--- src/rtl/result_readout_controller.sv ---
`default_nettype none
// ============================================================================
// Module      : result_readout_controller
// Description : Reader side of the byte-serial operand loader. Captures an
//               adder result plus carry-out and shows it one byte at a time
//               on the board LEDs. Byte stepping uses the set/unlock button
//               lock protocol; an optional timer auto-advances the byte.
// Ports       : clk, rst        - clock, synchronous active-high reset
//               result, cout_in - adder sum / carry-out to capture
//               load, next      - level buttons: capture / advance byte
//               unlock          - level button: clear lock
//               auto            - switch: timer-driven byte advance
//               out, index      - selected byte of held result and its number
//               coutled         - held carry-out
//               validled        - a result has been captured
//               lockled         - current lock state
// Revision    : 1.0 - initial release
// ============================================================================
module result_readout_controller #(
    parameter int DATA_W        = 32,
    parameter int BYTE_W        = 8,
    parameter int SCROLL_CYCLES = 50000000,
    localparam int NUM_BYTES    = DATA_W / BYTE_W,
    localparam int IDX_W        = (NUM_BYTES > 1) ? $clog2(NUM_BYTES) : 1
) (
    input  logic              clk,
    input  logic              rst,
    input  logic [DATA_W-1:0] result,
    input  logic              cout_in,
    input  logic              load,
    input  logic              next,
    input  logic              unlock,
    input  logic              auto,
    output logic [BYTE_W-1:0] out,
    output logic [IDX_W-1:0]  index,
    output logic              coutled,
    output logic              validled,
    output logic              lockled
);

    localparam int              TIMER_W      = $clog2(SCROLL_CYCLES);
    localparam logic [TIMER_W-1:0] c_TIMER_LAST = TIMER_W'(SCROLL_CYCLES - 1);
    localparam logic [IDX_W-1:0]   c_IDX_LAST   = IDX_W'(NUM_BYTES - 1);

    typedef enum logic [0:0] {
        S_EMPTY = 1'b0,
        S_SHOW  = 1'b1
    } state_t;

    state_t             r_state, w_state_nxt;
    logic [DATA_W-1:0]  r_hold,  w_hold_nxt;
    logic               r_cout,  w_cout_nxt;
    logic [IDX_W-1:0]   r_index, w_index_nxt;
    logic               r_lock,  w_lock_nxt;
    logic [TIMER_W-1:0] r_timer, w_timer_nxt;

    logic               w_valid;
    logic               w_load_acc;
    logic               w_next_acc;
    logic [IDX_W-1:0]   w_index_inc;
    logic [31:0]        w_sel_base;

    assign w_valid     = (r_state == S_SHOW);
    assign w_load_acc  = load && !r_lock;
    // load has priority, so a simultaneous next is dropped
    assign w_next_acc  = next && !r_lock && w_valid && !load;
    assign w_index_inc = (r_index == c_IDX_LAST) ? '0 : r_index + 1'b1;

    always_ff @(posedge clk) begin
        if (rst) begin
            r_state <= S_EMPTY;
            r_hold  <= '0;
            r_cout  <= 1'b0;
            r_index <= '0;
            r_lock  <= 1'b0;
            r_timer <= '0;
        end else begin
            r_state <= w_state_nxt;
            r_hold  <= w_hold_nxt;
            r_cout  <= w_cout_nxt;
            r_index <= w_index_nxt;
            r_lock  <= w_lock_nxt;
            r_timer <= w_timer_nxt;
        end
    end

    always_comb begin
        w_state_nxt = r_state;
        w_hold_nxt  = r_hold;
        w_cout_nxt  = r_cout;
        w_index_nxt = r_index;
        w_lock_nxt  = r_lock;
        w_timer_nxt = '0;

        if (w_load_acc) begin
            w_state_nxt = S_SHOW;
            w_hold_nxt  = result;
            w_cout_nxt  = cout_in;
            w_index_nxt = '0;
            w_lock_nxt  = 1'b1;
        end else if (w_next_acc) begin
            w_index_nxt = w_index_inc;
            w_lock_nxt  = 1'b1;
        end else begin
            // Reaching here with lock=1 means nothing was accepted this cycle
            if (unlock && r_lock) begin
                w_lock_nxt = 1'b0;
            end
            // Auto-scroll runs independently of the button lock
            if (auto && w_valid) begin
                if (r_timer == c_TIMER_LAST) begin
                    w_index_nxt = w_index_inc;
                end else begin
                    w_timer_nxt = r_timer + 1'b1;
                end
            end
        end
    end

    assign w_sel_base = 32'(r_index) * 32'(BYTE_W);
    assign out        = r_hold[w_sel_base +: BYTE_W];
    assign index      = r_index;
    assign coutled    = r_cout;
    assign validled   = w_valid;
    assign lockled    = r_lock;

endmodule
`default_nettype wire

--- config.mk ---
export PLATFORM = sky130hd
export DESIGN_NAME = result_readout_controller
export DESIGN_NICKNAME = d
export VERILOG_FILES = /design/src/rtl/result_readout_controller.sv
export SDC_FILE = /design/constraint.sdc
export NUM_CORES = 1
export LEC_CHECK = 0
export ABC_CLOCK_PERIOD_IN_PS = 1900
export BUFFER_PORTS_ARGS = -buffer_cell sky130_fd_sc_hd__buf_2
export CAP_MARGIN = 15
export CORE_MARGIN = 4
export CORE_UTILIZATION = 30
export CTS_CLUSTER_DIAMETER = 200
export DETAILED_ROUTE_END_ITERATION = 7
export GPL_ROUTABILITY_DRIVEN = 1
export PLACE_DENSITY = 0.53
export SYNTH_ARGS = -nofsm -noshare
export SYNTH_HDL_FRONTEND = slang
export SYNTH_SLANG_ARGS = --single-unit
export TNS_END_PERCENT = 50
--- constraint.sdc ---
create_clock -name clk -period 1.9 [get_ports clk]
set_input_delay 0 -clock clk [delete_from_list [all_inputs] [get_ports clk]]
set_output_delay 0 -clock clk [all_outputs]
set_load 0.01 [all_outputs]
# Word-level counts from Yosys, hierarchy flattened
# Cells that the tools add are included.
[word_totals]
register_bits = 63
output_inout_bits = 13
wordCells = 33
[op_classes]
n_addsub = 2
eq_ne = 2
shift = 1
mux = 7
bitwise_logic = 1
n_reduce_logical = 14
[op_table]
columns = ["cell", "n"]
rows = [
  ["$shiftx A32 B6 Y8", 1],
  ["$add A26 B1 Y26 const B", 1],
  ["$eq A26 B26 Y1 const B", 1],
  ["$mux W2", 4],
  ["$logic_and A1 B1 Y1", 6],
  ["$reduce_or A5 Y1", 1],
  ["$reduce_bool A2 Y1", 2],
  ["$mux W1", 3],
  ["$reduce_bool A3 Y1", 1],
  ["$add A2 B1 Y2 const B", 1],
  ["$eq A2 B2 Y1 const B", 1],
  ["$logic_not A1 Y1", 2],
  ["$reduce_and A2 Y1", 1],
  ["$reduce_or A2 Y1", 1],
  ["$not A1 Y1", 1],
]

# Longest topological paths before layout
[depth]
ltp_word = 6
ltp_mapped = 7
mapped_depth_nobuf = 5

# Worst setup path after synthesis
# Ideal clock, no wire load.
[synth_timing]
kind = "register to register"
start = "register r_timer[0]"
end = "register r_timer[22]"
arrival_time_ns = 1.554
setup_slack_ns = 0.276
path_stages_with_launch = 6
path_buffers = 0
synth_period_minus_slack_ns = 1.624
cell_sequence = "dfxtp_1 ha_1 and4_2 nand3_2 or4_1 a21oi_1"
[synth_via]
elab_chain_cells = 2
word_cells_on_any_way = 3
cone_classes = "add/sub (1); eq/ne (1); reduce/logical (1)"
[synth_rtl]
columns = ["item", "line", "rtl"]
rows = [
  ["from (decl)", "55", "logic [TIMER_W-1:0] r_timer, w_timer_nxt;"],
  ["from (signal assigned)", "83", "r_timer <= w_timer_nxt;"],
  ["branches (longest 2 deep; another with $add A26 B1 Y26)", "n/a", ""],
]
# Parallel ways; which one is timed is not known.
# A chain may end at the register's enable or synchronous reset.

# Final worst setup path
[layout_timing]
start = "register r_timer[0]"
end = "register r_timer[24]"
# Same word-level chain as after synthesis.

==> flow_summary_export.csv <==
group,metric,value,unit
outcome,status,"finished, final reports clean",
sta,setup_viol,0,
power_and_ir_drop,peakVddDrop,0.310,mV
sta,final_hold_viol_count,0,
finish,num-fill-cells,943,
worst_setup_path,r2r-start,"r_timer[0]",
grt,grt_start_max_net_pins,37,
sta,max_slew_margin,62.6,%
sta,min_period,1.75,ns
min_path,hold_end,"lockled",
logic_synthesis,postSynthAreaPerCell,8.84,um2
route,vias,2486,
clock_tree,clkSlewWorstSetupHoldPaths,0.07,ns
placement,portBuffers,51,
route,drt-pass1-iter-count,4,
clock_tree,cts.sinks,63,
grt,grt_remaining_overflow,0,
logic_synthesis,yosys_warnings,0,
sta,maxSlewViolCount,0,
placement,place_inst,469,
die,die_w,105,um
finish,multi_input_area,0.00144,mm2
route,route.met2.wl,3180,um
route,ant_nets,0,
min_path,min_from,"next",
finish,fin_area,0.00371,mm2
clock_tree,h-tree-depth,3,
logic_synthesis,synth_ff_type,"dfxtp_1",
worst_setup_path,rrSetupSlack,0.15,ns
run,maxCapViolCount,0,
clock_tree,numCtsBuffers,9,
die,fp.dieArea,0.0110,mm2
placement,hpwl,4750,um
route,viasPerCell,4.79,
worst_setup_path,critPathMaxFanout,9,
power_and_ir_drop,powerDensity,730,mW/mm2
logic_synthesis,synth_seq_cells,63,
logic_synthesis,synth-edff-count,0,
grt,antenna_found_initial,0,
sta,worst_slew_pin_slew,0.560,ns
die,initial_core_util,30.7,%
finish,synthToLayoutAreaGrowth,31.7,%
logic_synthesis,mappedNetlistNets,360,
worst_setup_path,worstPathArrival,2.01,ns
sta,max_freq,571,MHz
placement,place.gp.congestion,0.815,
worst_setup_path,crit_required,2.16,ns
logic_synthesis,syn_inst,319,
route,drc_errors,0,
route,first_iter_violations,158,
grt,grt_pass1_wl,11800,um
grt,grt_pass1_vias,2363,
die,fp.coreArea,0.00920,mm2
worst_setup_path,critPathLaunchType,"flip-flop",
grt,grt_usage,13.3,%
worst_setup_path,end_kind,"flip-flop",
die,ios,52,
logic_synthesis,synth_seq_area_share,44.7,%
route,highest_layer,"met4",
clock_tree,post_cts_buffers,0,
clock_tree,cts_buffer_depth,2,
finish,final_common_cell,"nand2_1",
sta,finalCritPeriodShare,92.2,%
sta,rsz0062_at_grt,"no",
sta,fin_skew,0.0141,ns
power_and_ir_drop,p_leak,1.37,nW
die,rows,35,
clock_tree,clock_latency,0.33,ns
route,wl_met1,3570,um
finish,layout.cells.non_filler,519,
finish,area.sequential,0.00126,mm2
finish,antenna_cells,0,
min_path,holdCritPathClass,"in2reg",
route,drt-wirelength-per-cell,13.7,um
worst_setup_path,ff2ff_path_depth,5,
min_path,worstHoldPathCells,3,
logic_synthesis,syn_area,0.00282,mm2
finish,layout_common_cells,"nand2_1 (77), dfxtp_1 (63), buf_2 (51)",
route,wl,7110,um
sta,setup_tns,0,ns
finish,drive_gt1_share,24.5,%
worst_setup_path,rr_endpoint,"r_timer[24]",
worst_setup_path,worstSetupPathType,"reg2reg",
finish,fin_nets,444,
die,die_y,105,um
clock_tree,cts_tree,"yes",
placement,dpl_cell_area,0.00319,mm2
clock_tree,cts_root_buf,"clkbuf_8",
route,route.met3.wl,268,um
logic_synthesis,synth.distinct_cells,40,
logic_synthesis,synthArstFlopShare,0,%
-- state kept, by name, summed over array words and instances (netlist names) --
signal and cells:
validled 1, lockled 1, index 2, coutled 1, r_hold 32, r_timer 26
-- metal layers --
metal / vias to the layer above / GRT usage [%]
li1: 1285 / -
met1: 1147 / 18.8
met3: 8 / 3.58
met4: 0 / 4.40
met5: - / 0
met2: 46 / 19.7
-- cell usage after synthesis (2+ instances only) --
| master | n | area share [%] |
|---|---|---|
| a211oi_1 | 2 | 0.53 |
| a21oi_1 | 40 | 7.1 |
| a21oi_2 | 5 | 1.6 |
| and4_1 | 6 | 1.9 |
| buf_2 | 3 | 0.53 |
| buf_6 | 5 | 2.0 |
| clkbuf_1 | 12 | 1.6 |
| dfxtp_1 | 63 | 45 |
| ha_1 | 2 | 0.89 |
| inv_1 | 4 | 0.53 |
| mux2i_1 | 2 | 0.71 |
| mux4_2 | 8 | 6.4 |
| nand2_1 | 77 | 10 |
| nand2b_1 | 2 | 0.44 |
| nand3_1 | 11 | 2.0 |
| nand4_1 | 5 | 1.1 |
| nor2_1 | 14 | 1.9 |
| nor2_2 | 5 | 1.1 |
| nor4_1 | 3 | 0.67 |
| nor4b_1 | 2 | 0.62 |
| o21ai_0 | 3 | 0.53 |
| o31ai_1 | 7 | 1.9 |
| or3_1 | 3 | 0.67 |
| or4_1 | 8 | 2.1 |
| xnor2_1 | 5 | 1.6 |
| xor2_1 | 8 | 2.5 |
-- worst max-delay path: stages (launching register included) --
cell	delay, ns
dfxtp_1	0.37
ha_1	0.23
and4_2	0.32
nand3_4	0.13
or4_1	0.48
a21oi_1	0.15
-- worst max-delay path by stage --
stage | startpoint | end | slack [ns] | cells after the start
global placement | r_timer[0] | r_timer[24] | 0.18 | 5
global route | r_timer[0] | r_timer[24] | 0.02 | 5
floorplan | r_timer[0] | r_timer[22] | 0.28 | 5
finish | r_timer[0] | r_timer[24] | 0.15 | 5
detailed placement | r_timer[0] | r_timer[22] | 0.14 | 5
CTS | r_timer[0] | r_timer[24] | 0.11 | 5
-- power by group --
| group | total, mW | internal (mW) | switching [mW] | leakage (nW) |
|---|---|---|---|---|
| logic | 0.275 | 0.143 | 0.132 | 0.767 |
| clock network | 1.04 | 0.542 | 0.498 | 0.0894 |
| registers | 1.40 | 1.37 | 0.0290 | 0.513 |
| total | 2.71 | 2.05 | 0.660 | 1.37 |
-- cell type report --
cell class              count  share of cell area, %
well taps                 111                   3.74
repair buffers             94                   18.5
multi-input cells         231                   38.6
flip-flops and latches     63                   34.0
inverters                   4                  0.404
clock buffers              13                   4.28
clock inverters             3                  0.472
-- stage by stage --
stage	hold WS (ns)	worst slack [ns]	util [%]	power, mW
final	0.0182	0.148	40.4	2.71
after global routing	0.0335	0.0197	40.4	2.84
after CTS	0.00144	0.111	40.3	2.76
after detailed placement	0.194	0.138	34.7	1.65
after global placement	0.189	0.182	34.7	1.65
after floorplan	0.104	0.276	-	1.55
-- kinds of logic (layout without fill, tap and decap cells) --
group                      after synthesis  count (layout)  synth area share [%]
AOI/OAI and AO/OA                       59              59                  12.2
xor gates and xnor gates                13              13                  4.04
adders and majority gates                2               2                 0.887
buffers and inverters                   25             114                  4.79
DFF                                     63              63                  44.7
muxes                                   10              10                  7.10
and+or+nand+nor                        147             147                  26.3
-- timing repair --
action	4_1_cts	5_1_grt
setup endpoints to repair	0	1
hold buffers	34	0
resized for setup	0	2
endpoints found under the hold margin	34	0
Power figures use the tool's default switching activity.
